$ cat config.mk
export PLATFORM = sky130hd
export DESIGN_NAME = dfr_batch_controller
export DESIGN_NICKNAME = d
export VERILOG_FILES = /design/src/rtl/dfr_pkg.sv /design/src/rtl/dfr_stage_watchdog.sv /design/src/rtl/dfr_batch_controller.sv
export SDC_FILE = /design/constraint.sdc
export NUM_CORES = 1
export LEC_CHECK = 0
export ABC_AREA = 1
export CAP_MARGIN = 30
export CORE_AREA = 2 2 109 111
export CTS_CLUSTER_DIAMETER = 80
export DETAILED_ROUTE_END_ITERATION = 12
export DIE_AREA = 0 0 111 113
export PLACE_DENSITY = 0.7
export REMOVE_ABC_BUFFERS = 1
export SKIP_LAST_GASP = 1
export SYNTH_ARGS = -nofsm -noshare
export SYNTH_HDL_FRONTEND = slang
export SYNTH_SLANG_ARGS = --single-unit
$ cat constraint.sdc
create_clock -name clk -period 2.3 [get_ports clk]
set_input_delay 0.46 -clock clk [delete_from_list [all_inputs] [get_ports clk]]
set_output_delay 0.46 -clock clk [all_outputs]
set_load 0.03 [all_outputs]
$ cat src/rtl/dfr_pkg.sv
// Shared types and constants for the DFR batch sequencer.
package dfr_pkg;

   localparam int unsigned DFR_STATE_W         = 4;
   localparam int unsigned DFR_TIMEOUT_DEFAULT = 1000000;

   typedef enum logic [DFR_STATE_W-1:0] {
      ST_IDLE     = 4'd0,
      ST_RST      = 4'd1,
      ST_INIT     = 4'd2,
      ST_RUN      = 4'd3,
      ST_MM_START = 4'd4,
      ST_MM_WAIT  = 4'd5,
      ST_NEXT     = 4'd6,
      ST_DONE     = 4'd7,
      ST_ERR      = 4'd8
   } dfr_batch_state_t;

   // States that wait on a core busy flag and are guarded by the watchdog.
   function automatic logic is_wait_state(input dfr_batch_state_t s);
      return (s == ST_INIT) || (s == ST_RUN) || (s == ST_MM_WAIT);
   endfunction

endpackage

$ cat src/rtl/dfr_stage_watchdog.sv
// Per-stage cycle watchdog: expired_o rises during the limit_i-th enabled cycle after a clear.
module dfr_stage_watchdog #(
   parameter int unsigned TIMEOUT_WIDTH = 20
) (
   input  logic                     clk,
   input  logic                     rst,
   input  logic                     clear_i,
   input  logic                     enable_i,
   input  logic [TIMEOUT_WIDTH-1:0] limit_i,
   output logic                     expired_o
);

   logic [TIMEOUT_WIDTH-1:0] count_q;
   logic [TIMEOUT_WIDTH-1:0] count_inc;
   logic                     expired_q;

   assign count_inc = count_q + TIMEOUT_WIDTH'(1);

   // count_q holds the 1-based index of the current cycle, so expiry is flagged one edge early.
   always_ff @(posedge clk or posedge rst) begin
      if (rst) begin
         count_q   <= '0;
         expired_q <= 1'b0;
      end else if (clear_i) begin
         count_q   <= TIMEOUT_WIDTH'(1);
         expired_q <= 1'b0;
      end else if (enable_i && !expired_q) begin
         count_q   <= count_inc;
         expired_q <= (count_inc == limit_i);
      end
   end

   assign expired_o = expired_q;

endmodule

$ cat src/rtl/dfr_batch_controller.sv
// Batch sequencer for the hybrid DFR datapath: warm-up, per-sample fill and readout multiply,
// with continuous mode, abort, stage watchdog and sticky error.
module dfr_batch_controller
   import dfr_pkg::*;
#(
   parameter int unsigned SAMPLE_CNT_WIDTH = 16,
   parameter int unsigned TIMEOUT_WIDTH    = 20,
   parameter int unsigned TIMEOUT_CYCLES   = DFR_TIMEOUT_DEFAULT
) (
   input  logic                        clk,
   input  logic                        rst,
   input  logic                        start,
   input  logic                        abort,
   input  logic                        mode_continuous,
   input  logic [SAMPLE_CNT_WIDTH-1:0] num_samples,
   input  logic                        reservoir_init_busy,
   input  logic                        reservoir_busy,
   input  logic                        reservoir_filled,
   input  logic                        matrix_multiply_busy,
   output logic                        busy,
   output logic                        reservoir_rst,
   output logic                        reservoir_en,
   output logic                        reservoir_history_en,
   output logic                        matrix_multiply_rst,
   output logic                        matrix_multiply_start,
   output logic                        sample_cntr_rst,
   output logic                        dfr_done,
   output logic                        error,
   output logic [SAMPLE_CNT_WIDTH-1:0] sample_index,
   output logic [DFR_STATE_W-1:0]      state_o
);

   dfr_batch_state_t            state_q, state_d;
   logic [SAMPLE_CNT_WIDTH-1:0] n_q, n_d;
   logic [SAMPLE_CNT_WIDTH-1:0] sample_index_q, sample_index_d;
   logic                        error_q, error_d;
   logic                        entered_q;
   logic                        busy_q;
   logic                        core_rst_q;
   logic                        reservoir_en_q;
   logic                        history_en_q;
   logic                        mm_start_q;
   logic                        cntr_rst_q;
   logic                        done_q;

   logic                        core_rst_c;
   logic                        done_c;
   logic                        start_ok_c;
   logic                        last_sample_c;
   logic                        wd_clear_c;
   logic                        wd_enable_c;
   logic                        wd_expired;

   assign start_ok_c    = start || ((state_q == ST_DONE) && mode_continuous);
   assign last_sample_c = (sample_index_q == (n_q - SAMPLE_CNT_WIDTH'(1)));
   assign wd_clear_c    = (state_d != state_q);
   assign wd_enable_c   = is_wait_state(state_q);

   dfr_stage_watchdog #(
      .TIMEOUT_WIDTH (TIMEOUT_WIDTH)
   ) u_watchdog (
      .clk       (clk),
      .rst       (rst),
      .clear_i   (wd_clear_c),
      .enable_i  (wd_enable_c),
      .limit_i   (TIMEOUT_WIDTH'(TIMEOUT_CYCLES)),
      .expired_o (wd_expired)
   );

   // Next-state logic; abort overrides everything, timeout overrides stage progress.
   always_comb begin
      state_d        = state_q;
      n_d            = n_q;
      sample_index_d = sample_index_q;
      error_d        = error_q;
      core_rst_c     = 1'b0;
      done_c         = 1'b0;

      if (abort && (state_q != ST_IDLE)) begin
         state_d    = ST_IDLE;
         core_rst_c = 1'b1;
      end else if (is_wait_state(state_q) && wd_expired) begin
         state_d    = ST_ERR;
         error_d    = 1'b1;
         core_rst_c = 1'b1;
      end else begin
         case (state_q)
            ST_IDLE, ST_DONE, ST_ERR: begin
               if (start_ok_c) begin
                  n_d            = num_samples;
                  error_d        = 1'b0;
                  sample_index_d = '0;
                  if (num_samples == '0) begin
                     state_d = ST_DONE;
                     done_c  = 1'b1;
                  end else begin
                     state_d = ST_RST;
                  end
               end
            end
            ST_RST:      state_d = ST_INIT;
            ST_INIT:     if (!entered_q && !reservoir_init_busy) state_d = ST_RUN;
            ST_RUN:      if (!entered_q && !reservoir_busy) state_d = ST_MM_START;
            ST_MM_START: state_d = ST_MM_WAIT;
            ST_MM_WAIT:  if (!entered_q && !matrix_multiply_busy) state_d = ST_NEXT;
            ST_NEXT: begin
               if (last_sample_c) begin
                  state_d = ST_DONE;
                  done_c  = 1'b1;
               end else begin
                  sample_index_d = sample_index_q + SAMPLE_CNT_WIDTH'(1);
                  state_d        = ST_RUN;
               end
            end
            default:     state_d = ST_IDLE;
         endcase
      end
   end

   // State and all outputs registered off the next state.
   always_ff @(posedge clk or posedge rst) begin
      if (rst) begin
         state_q        <= ST_IDLE;
         n_q            <= '0;
         sample_index_q <= '0;
         error_q        <= 1'b0;
         entered_q      <= 1'b0;
         busy_q         <= 1'b0;
         core_rst_q     <= 1'b0;
         reservoir_en_q <= 1'b0;
         history_en_q   <= 1'b0;
         mm_start_q     <= 1'b0;
         cntr_rst_q     <= 1'b0;
         done_q         <= 1'b0;
      end else begin
         state_q        <= state_d;
         n_q            <= n_d;
         sample_index_q <= sample_index_d;
         error_q        <= error_d;
         entered_q      <= (state_d != state_q);
         busy_q         <= !((state_d == ST_IDLE) || (state_d == ST_DONE) || (state_d == ST_ERR));
         core_rst_q     <= core_rst_c || (state_d == ST_RST);
         reservoir_en_q <= (state_d == ST_INIT) || (state_d == ST_RUN);
         history_en_q   <= (state_d == ST_RUN) && reservoir_filled;
         mm_start_q     <= (state_d == ST_MM_START);
         cntr_rst_q     <= (state_d == ST_RST) || (state_d == ST_NEXT);
         done_q         <= done_c;
      end
   end

   assign busy                  = busy_q;
   assign reservoir_rst         = core_rst_q;
   assign matrix_multiply_rst   = core_rst_q;
   assign reservoir_en          = reservoir_en_q;
   assign reservoir_history_en  = history_en_q;
   assign matrix_multiply_start = mm_start_q;
   assign sample_cntr_rst       = cntr_rst_q;
   assign dfr_done              = done_q;
   assign error                 = error_q;
   assign sample_index          = sample_index_q;
   assign state_o               = DFR_STATE_W'(state_q);

endmodule
* Word level (Yosys, flattened, before mapping) *
Index checks and enable logic that the tools add are counted.

word-level totals
  register bits after elaboration = 66
  latch bits = 0
  bits in writable memories = 0
  bits in read-only memories = 0
  input port bits = 25
  output and inout port bits = 29
  memories = 0

cells by class
  add/subtract/negate cells = 3
  multipliers = 0
  divide/modulo/power cells = 0
  $lt $le $gt $ge = 0
  eq/ne operators = 20
  shift-type cells = 0
  mux-type cells = 27
  bitwise logic cells = 2
  reduce and logical (&&, ||, !) cells = 34

operators with widths
  operator                                            count
  2-to-1 mux 20 bit                                   2
  2-to-1 mux 16 bit                                   2
  one-hot mux 16 bit (2 select lines)                 1
  == test 4 x 3 -> 1 bit, second input constant       7
  one-hot mux 4 bit (7 select lines)                  1
  2-to-1 mux 4 bit                                    6
  adder 20 x 1 -> 20 bit, second input constant       1
  == test 20 bit, second input constant               1
  adder 16 x 1 -> 16 bit, second input constant       1
  == test 16 bit                                      1
  == test 4 x 2 -> 1 bit, second input constant       4
  zero test 16 bit                                    1
  subtractor 16 x 1 -> 16 bit, second input constant  1
  2-to-1 mux 1 bit                                    12
  == test 4 x 1 -> 1 bit, second input constant       2
  == test 4 bit, second input constant                2
  logical AND 1 bit                                   8
  zero test 4 bit                                     2
  logical OR 1 bit                                    8
  nonzero test 2 bit                                  4
  zero test 1 bit                                     6
  2-to-1 mux 3 bit                                    2
  AND reduction 5 bit                                 1
  != test 2 bit, second input constant                2
  7 further kinds                                     8

* Logic depth before layout (Yosys ltp) *
  word-level depth = 11
  mapped depth = 18
  gate-level depth less buffers = 18

* By module *
Synthesis repeated with hierarchy kept, for this count alone.

unflattened totals
  cells, all modules = 723
  area, all modules = 4865.9 um^2

modules (own cells, without submodules)
  module                times used  cells an instance  area each (um^2)  sequential area each (um^2)
  dfr_batch_controller  1           466                3161.8            1126.1
  dfr_stage_watchdog    1           257                1704.1            525.5

* Worst setup path before layout *
No wires, ideal clock.

  path kind = flip-flop to flip-flop
  start point = register n_q[0]
  end point = register u_watchdog.count_q[9]
  library setup time = 121 ps
  data arrival time = 1959 ps
  required time = 2179 ps
  setup slack = 220 ps
  stages on the path, launching flop included = 19
  path through = dfrtp_1 > inv_1 > ha_1 > nand2_1 > nor2_1 > nand2_1 > nor2_1 > nand2_1 > nand2_1 > nor2_1 > nand2_1 > nor2_1 > nand2_1 > nand3_2 > nand2_2 > nand2_1 > nand2_2 > buf_6 > nor2_1

on the way
  cells in the longest elaborated chain, start to end = 8
  elaborated cells on any way between the ends = 9

ends and longest elaborated chain
  what                                                            line                         text
  start, declared                                                 dfr_batch_controller.sv:34   logic [SAMPLE_CNT_WIDTH-1:0] n_q, n_d;
  start signal, assigned                                          dfr_batch_controller.sv:137  n_q <= n_d;
  subtractor 16 x 1 -> 16 bit *                                   dfr_batch_controller.sv:55   assign last_sample_c = (sample_index_q == (n_q - SAMPLE_CNT_WIDTH'(1)));
  == test 16 bit *                                                dfr_batch_controller.sv:55
  2-to-1 mux 3 bit *                                              dfr_batch_controller.sv:107  if (last_sample_c) begin
  one-hot mux 4 bit (7 select lines) *                            dfr_batch_controller.sv:87   case (state_q)
  2-to-1 mux 4 bit *                                              dfr_batch_controller.sv:82   end else if (is_wait_state(state_q) && wd_expired) begin
  2-to-1 mux 4 bit *                                              dfr_batch_controller.sv:79   if (abort && (state_q != ST_IDLE)) begin
  != test 4 bit *                                                 dfr_batch_controller.sv:56   assign wd_clear_c = (state_d != state_q);
  via u_watchdog.clear_i                                          dfr_stage_watchdog.sv:7      input logic clear_i,
  2-to-1 mux 20 bit / nonzero test 2 bit (equally long branches)  -
  end signal, assigned                                            dfr_stage_watchdog.sv:28     count_q <= count_inc;
  end, declared                                                   dfr_stage_watchdog.sv:13     logic [TIMEOUT_WIDTH-1:0] count_q;

The timed path passes the listed nets; every way through them passes the cells marked *.
A chain may end at the register's enable or synchronous reset.

* Worst setup path in the final report *
  start point = register n_q[0]
  end point = register sample_index_q[3], in the netlist sample_index[3]

on the way
  cells in the longest elaborated chain, start to end = 4

ends and longest elaborated chain
  what                           line                         text
  subtractor 16 x 1 -> 16 bit    dfr_batch_controller.sv:55
  == test 16 bit                 dfr_batch_controller.sv:55
  != test 2 bit (no line)        -
  AND reduction 5 bit (no line)  -
  end signal, assigned           dfr_batch_controller.sv:138  sample_index_q <= sample_index_d;
  end, declared                  dfr_batch_controller.sv:35   logic [SAMPLE_CNT_WIDTH-1:0] sample_index_q, sample_index_d;

No other way between the ends.

==> results.md <==
* Yosys warns at 0
* Pwr per Cell Area at approximately 1100 mW/mm^2
* Status: completed
* R2R setup slack at roughly 0.12 ns
* Layout fillers at roughly 1.1k
* Multi-input gate area at 0.00245 sq mm
* Dpl hpwl at about 8500 um
* Wire per inst at approximately 13 um
* Fraction of layout cells with a size suffix above 1 at around 12%
* Final hold slack at approximately 0.48 ns
* CTS root buffer: clkbuf_16
* Synth Instances at approximately 660
* CTS Buffer Depth at 2
* Clock latency on the worst-skew pair at ~0.34 ns
* Clk slew on worst S/H paths at 0.06 ns
* Synth top area cells: dfrtp_1 37%, nand2_1 16%, nor2_1 8.0%
* P&R area growth vs syn at 30.8%
* Core Box Area at around 0.011 sq mm
* Syn Std Cell Area at 0.00443 sq mm
* Crit path arrival time at between 2 and 2.5 ns
* HP Class: register to register
* Port-buffer cells at between 50 and 60
* First DRT Iteration DRCs at roughly 220
* DRC at 0
* Die W at 111 um
* CP Capture Type: register
* CP Max Fanout at 16
* Clk_skew at between 0.006 and 0.007 ns
* Post-synthesis sequential area ratio at roughly 37%
* TritonCTS buffer count at 9
* FF-to-FF End: sample_index[3]
* Maximum VDD drop at approximately 0.6 mV
* Routability cong. at between 0.8 and 0.9
* Storage cell area at roughly 0.0017 sq mm
* Register bit total from synthesis at between 60 and 70
* Starting Density at 39.3%
* Pin count of the biggest net entering global routing at between 60 and 70
* Asr flop ratio synth at 100%
* Syn avg cell area at 6.76 sq um
* Final std cells w/o fill at roughly 890
* Core Util, Final at 51.4%
* CTS tree: yes
* Initial antenna violation count at 0
* Final setup fails at 0
* TritonCTS Sinks at 66
* Placed insts at ~870
* Slew HR at between 70% and 80%
* R2R Path Start: n_q[0]
* Power, Total at approximately 6.3 mW
* # hold bufs at CTS at 0
* Min cycle time layout at ~2.2 ns
* Most common cell in the synthesized netlist: nand2_1
* Max Transition Viols Final at 0
* Drt pass-1 iters at 5
* Die H at between 100 and 150 um
* Share of the synthesized area in the top cell type at a little under two fifths
* Predominant post-synthesis flop cell: dfrtp_1
* Worst path required time at ~2.5 ns
* Leak at 2.65 nW
* Maxcap violations at 0
* Worst r2r path cells at 16
* Kind of critical path: register to register
* Cell taking the most area after synthesis: dfrtp_1
* Final net count at between 700 and 800
* Fin. Hold Viols at 0
* Top Ports at 54
* Global route overflow at 0
* Setup crit start: n_q[0]
* Final period utilization at a little over nine tenths
* CP startpoint kind: register
* Via-to-Cell Ratio at 4.99
* Unrepaired setup endpoints after global routing: yes
* GRT Overall Usage at 18.6%
* Routed Wire Length at 11,500 um
* Post-route ant nets at 0
* Synth cell types at 32
* First-pass GRT wire length at approximately 19,000 um
* Critical path endpoint: sample_index[3]
* Vias in the first global route at 4,215
* Commonest cells in the netlist: 187 x nand2_1, 95 x nor2_1, 74 x inv_1
* Via count at between 4k and 5k
* H-tree depth at 3
* Inserted Diodes at 0
* Tightest Pin Transition at about 0.38 ns
* Die Area at around 0.013 sq mm
* Max Fclk at around 460 MHz
* Rows at 39
* Number of flops mapped to enable cells by yosys at 0
==> critical path, cell delays in order, from the launching register on <==
cell and delay (ns):
dfrtp_1 0.38, inv_2 0.09, ha_4 0.16, nand3_4 0.10, buf_4 0.15, inv_1 0.05, nand2_1 0.07, nand2_1 0.07
nand3_1 0.08, nor2_1 0.11, nand2_1 0.06, nor2_1 0.11, nand2_1 0.11, nand3b_1 0.13, buf_4 0.14, clkbuf_16 0.15
o21ai_0 0.08
==> through the flow <==
step	setup TNS, ns	worst slack [ns]	area (sq um)
after floorplan	-1.05	-0.0657	4340
after CTS	0	0.0714	5710
final	0	0.124	5800
after global placement	-0.711	-0.0382	5380
after detailed placement	-1.45	-0.0838	5380
after global routing	-0.729	-0.0452	5800
==> sequential cells by signal (all words and copies together), names as in the netlist <==
| name | count |
|---|---|
| busy | 1 |
| dfr_done | 1 |
| entered_q | 1 |
| error | 1 |
| matrix_multiply_rst | 1 |
| matrix_multiply_start | 1 |
| n_q | 16 |
| reservoir_en | 1 |
| reservoir_history_en | 1 |
| sample_cntr_rst | 1 |
| sample_index | 16 |
| state_o | 4 |
| u_watchdog.count_q | 20 |
| u_watchdog.expired_o | 1 |
==> layout by cell type (no fill, tap or decap), types with 2 or more instances in the layout <==
cell               n
buf_4             38
ha_1               3
nand3b_1           4
buf_12             3
clkbuf_1           2
inv_2              6
xnor2_1            7
o21ai_2            2
clkdlybuf4s50_1   53
xor2_1            31
a21oi_1           14
nor3_1            18
or2_2              7
inv_1             69
dfrtp_1           66
a21oi_2            2
mux2i_1            2
bufinv_16          3
nor2_2            12
clkbuf_16         10
nand3_1           47
nor2_1            88
nand2_1          187
nand4_1           12
nand2_2            2
nor4_1             5
o21ai_0           46
==> timing repair <==
action	4_1_cts	5_1_grt
setup buffers	0	3
setup endpoints to repair	0	44
resized for setup	0	17
==> logic make-up (layout without fill, tap and decap cells) <==
family,after synthesis,count (layout),share of synthesized area [%]
XOR/XNOR,38,38,7.51
buffers and inverters,92,186,8.41
AO/OA/AOI/OAI,69,69,8.30
AND/OR/NAND/NOR,385,385,37.0
multiplexers,2,2,0.451
adder cells (fa/ha/maj),4,4,1.13
flip-flops,66,66,37.2
==> how the worst min path moves through the flow <==
| stage | startpoint | endpoint | slack (ns) | cells after the start |
|---|---|---|---|---|
| after floorplan | n_q[15] | n_q[15] | 0.47 | 2 |
| after global placement | error | error | 0.46 | 2 |
| after detailed placement | error | error | 0.48 | 2 |
| after CTS | error | error | 0.49 | 2 |
| after global routing | n_q[15] | n_q[15] | 0.53 | 2 |
| final | error | error | 0.48 | 2 |
==> area by class of cell <==
cell class	instances	share of cell area, %
clock buffers	11	4.01
clock inverters	5	1.77
inverters	75	4.85
multi-input cells	498	42.3
flip-flops and latches	66	28.5
well taps	143	3.09
repair buffers	95	15.5
==> report_power, final <==
group | switching, mW | leakage, nW | internal (mW) | total (mW)
sequential | 0.320 | 0.860 | 1.46 | 1.78
combinational | 1.76 | 1.63 | 1.24 | 3.00
clock | 0.509 | 0.160 | 1.06 | 1.57
total | 2.59 | 2.65 | 3.75 | 6.34
==> routing by layer <==
metal	up-vias	share of wire (%)	GRT usage [%]	wire length, um
li1	2265	-	-	-
met1	2072	48	24.8	5490
met3	21	3.3	2.84	379
met5	-	0	0	0
met2	100	47	31.0	5380
met4	0	2.0	6.67	234
(Power assumes the default switching activity.)
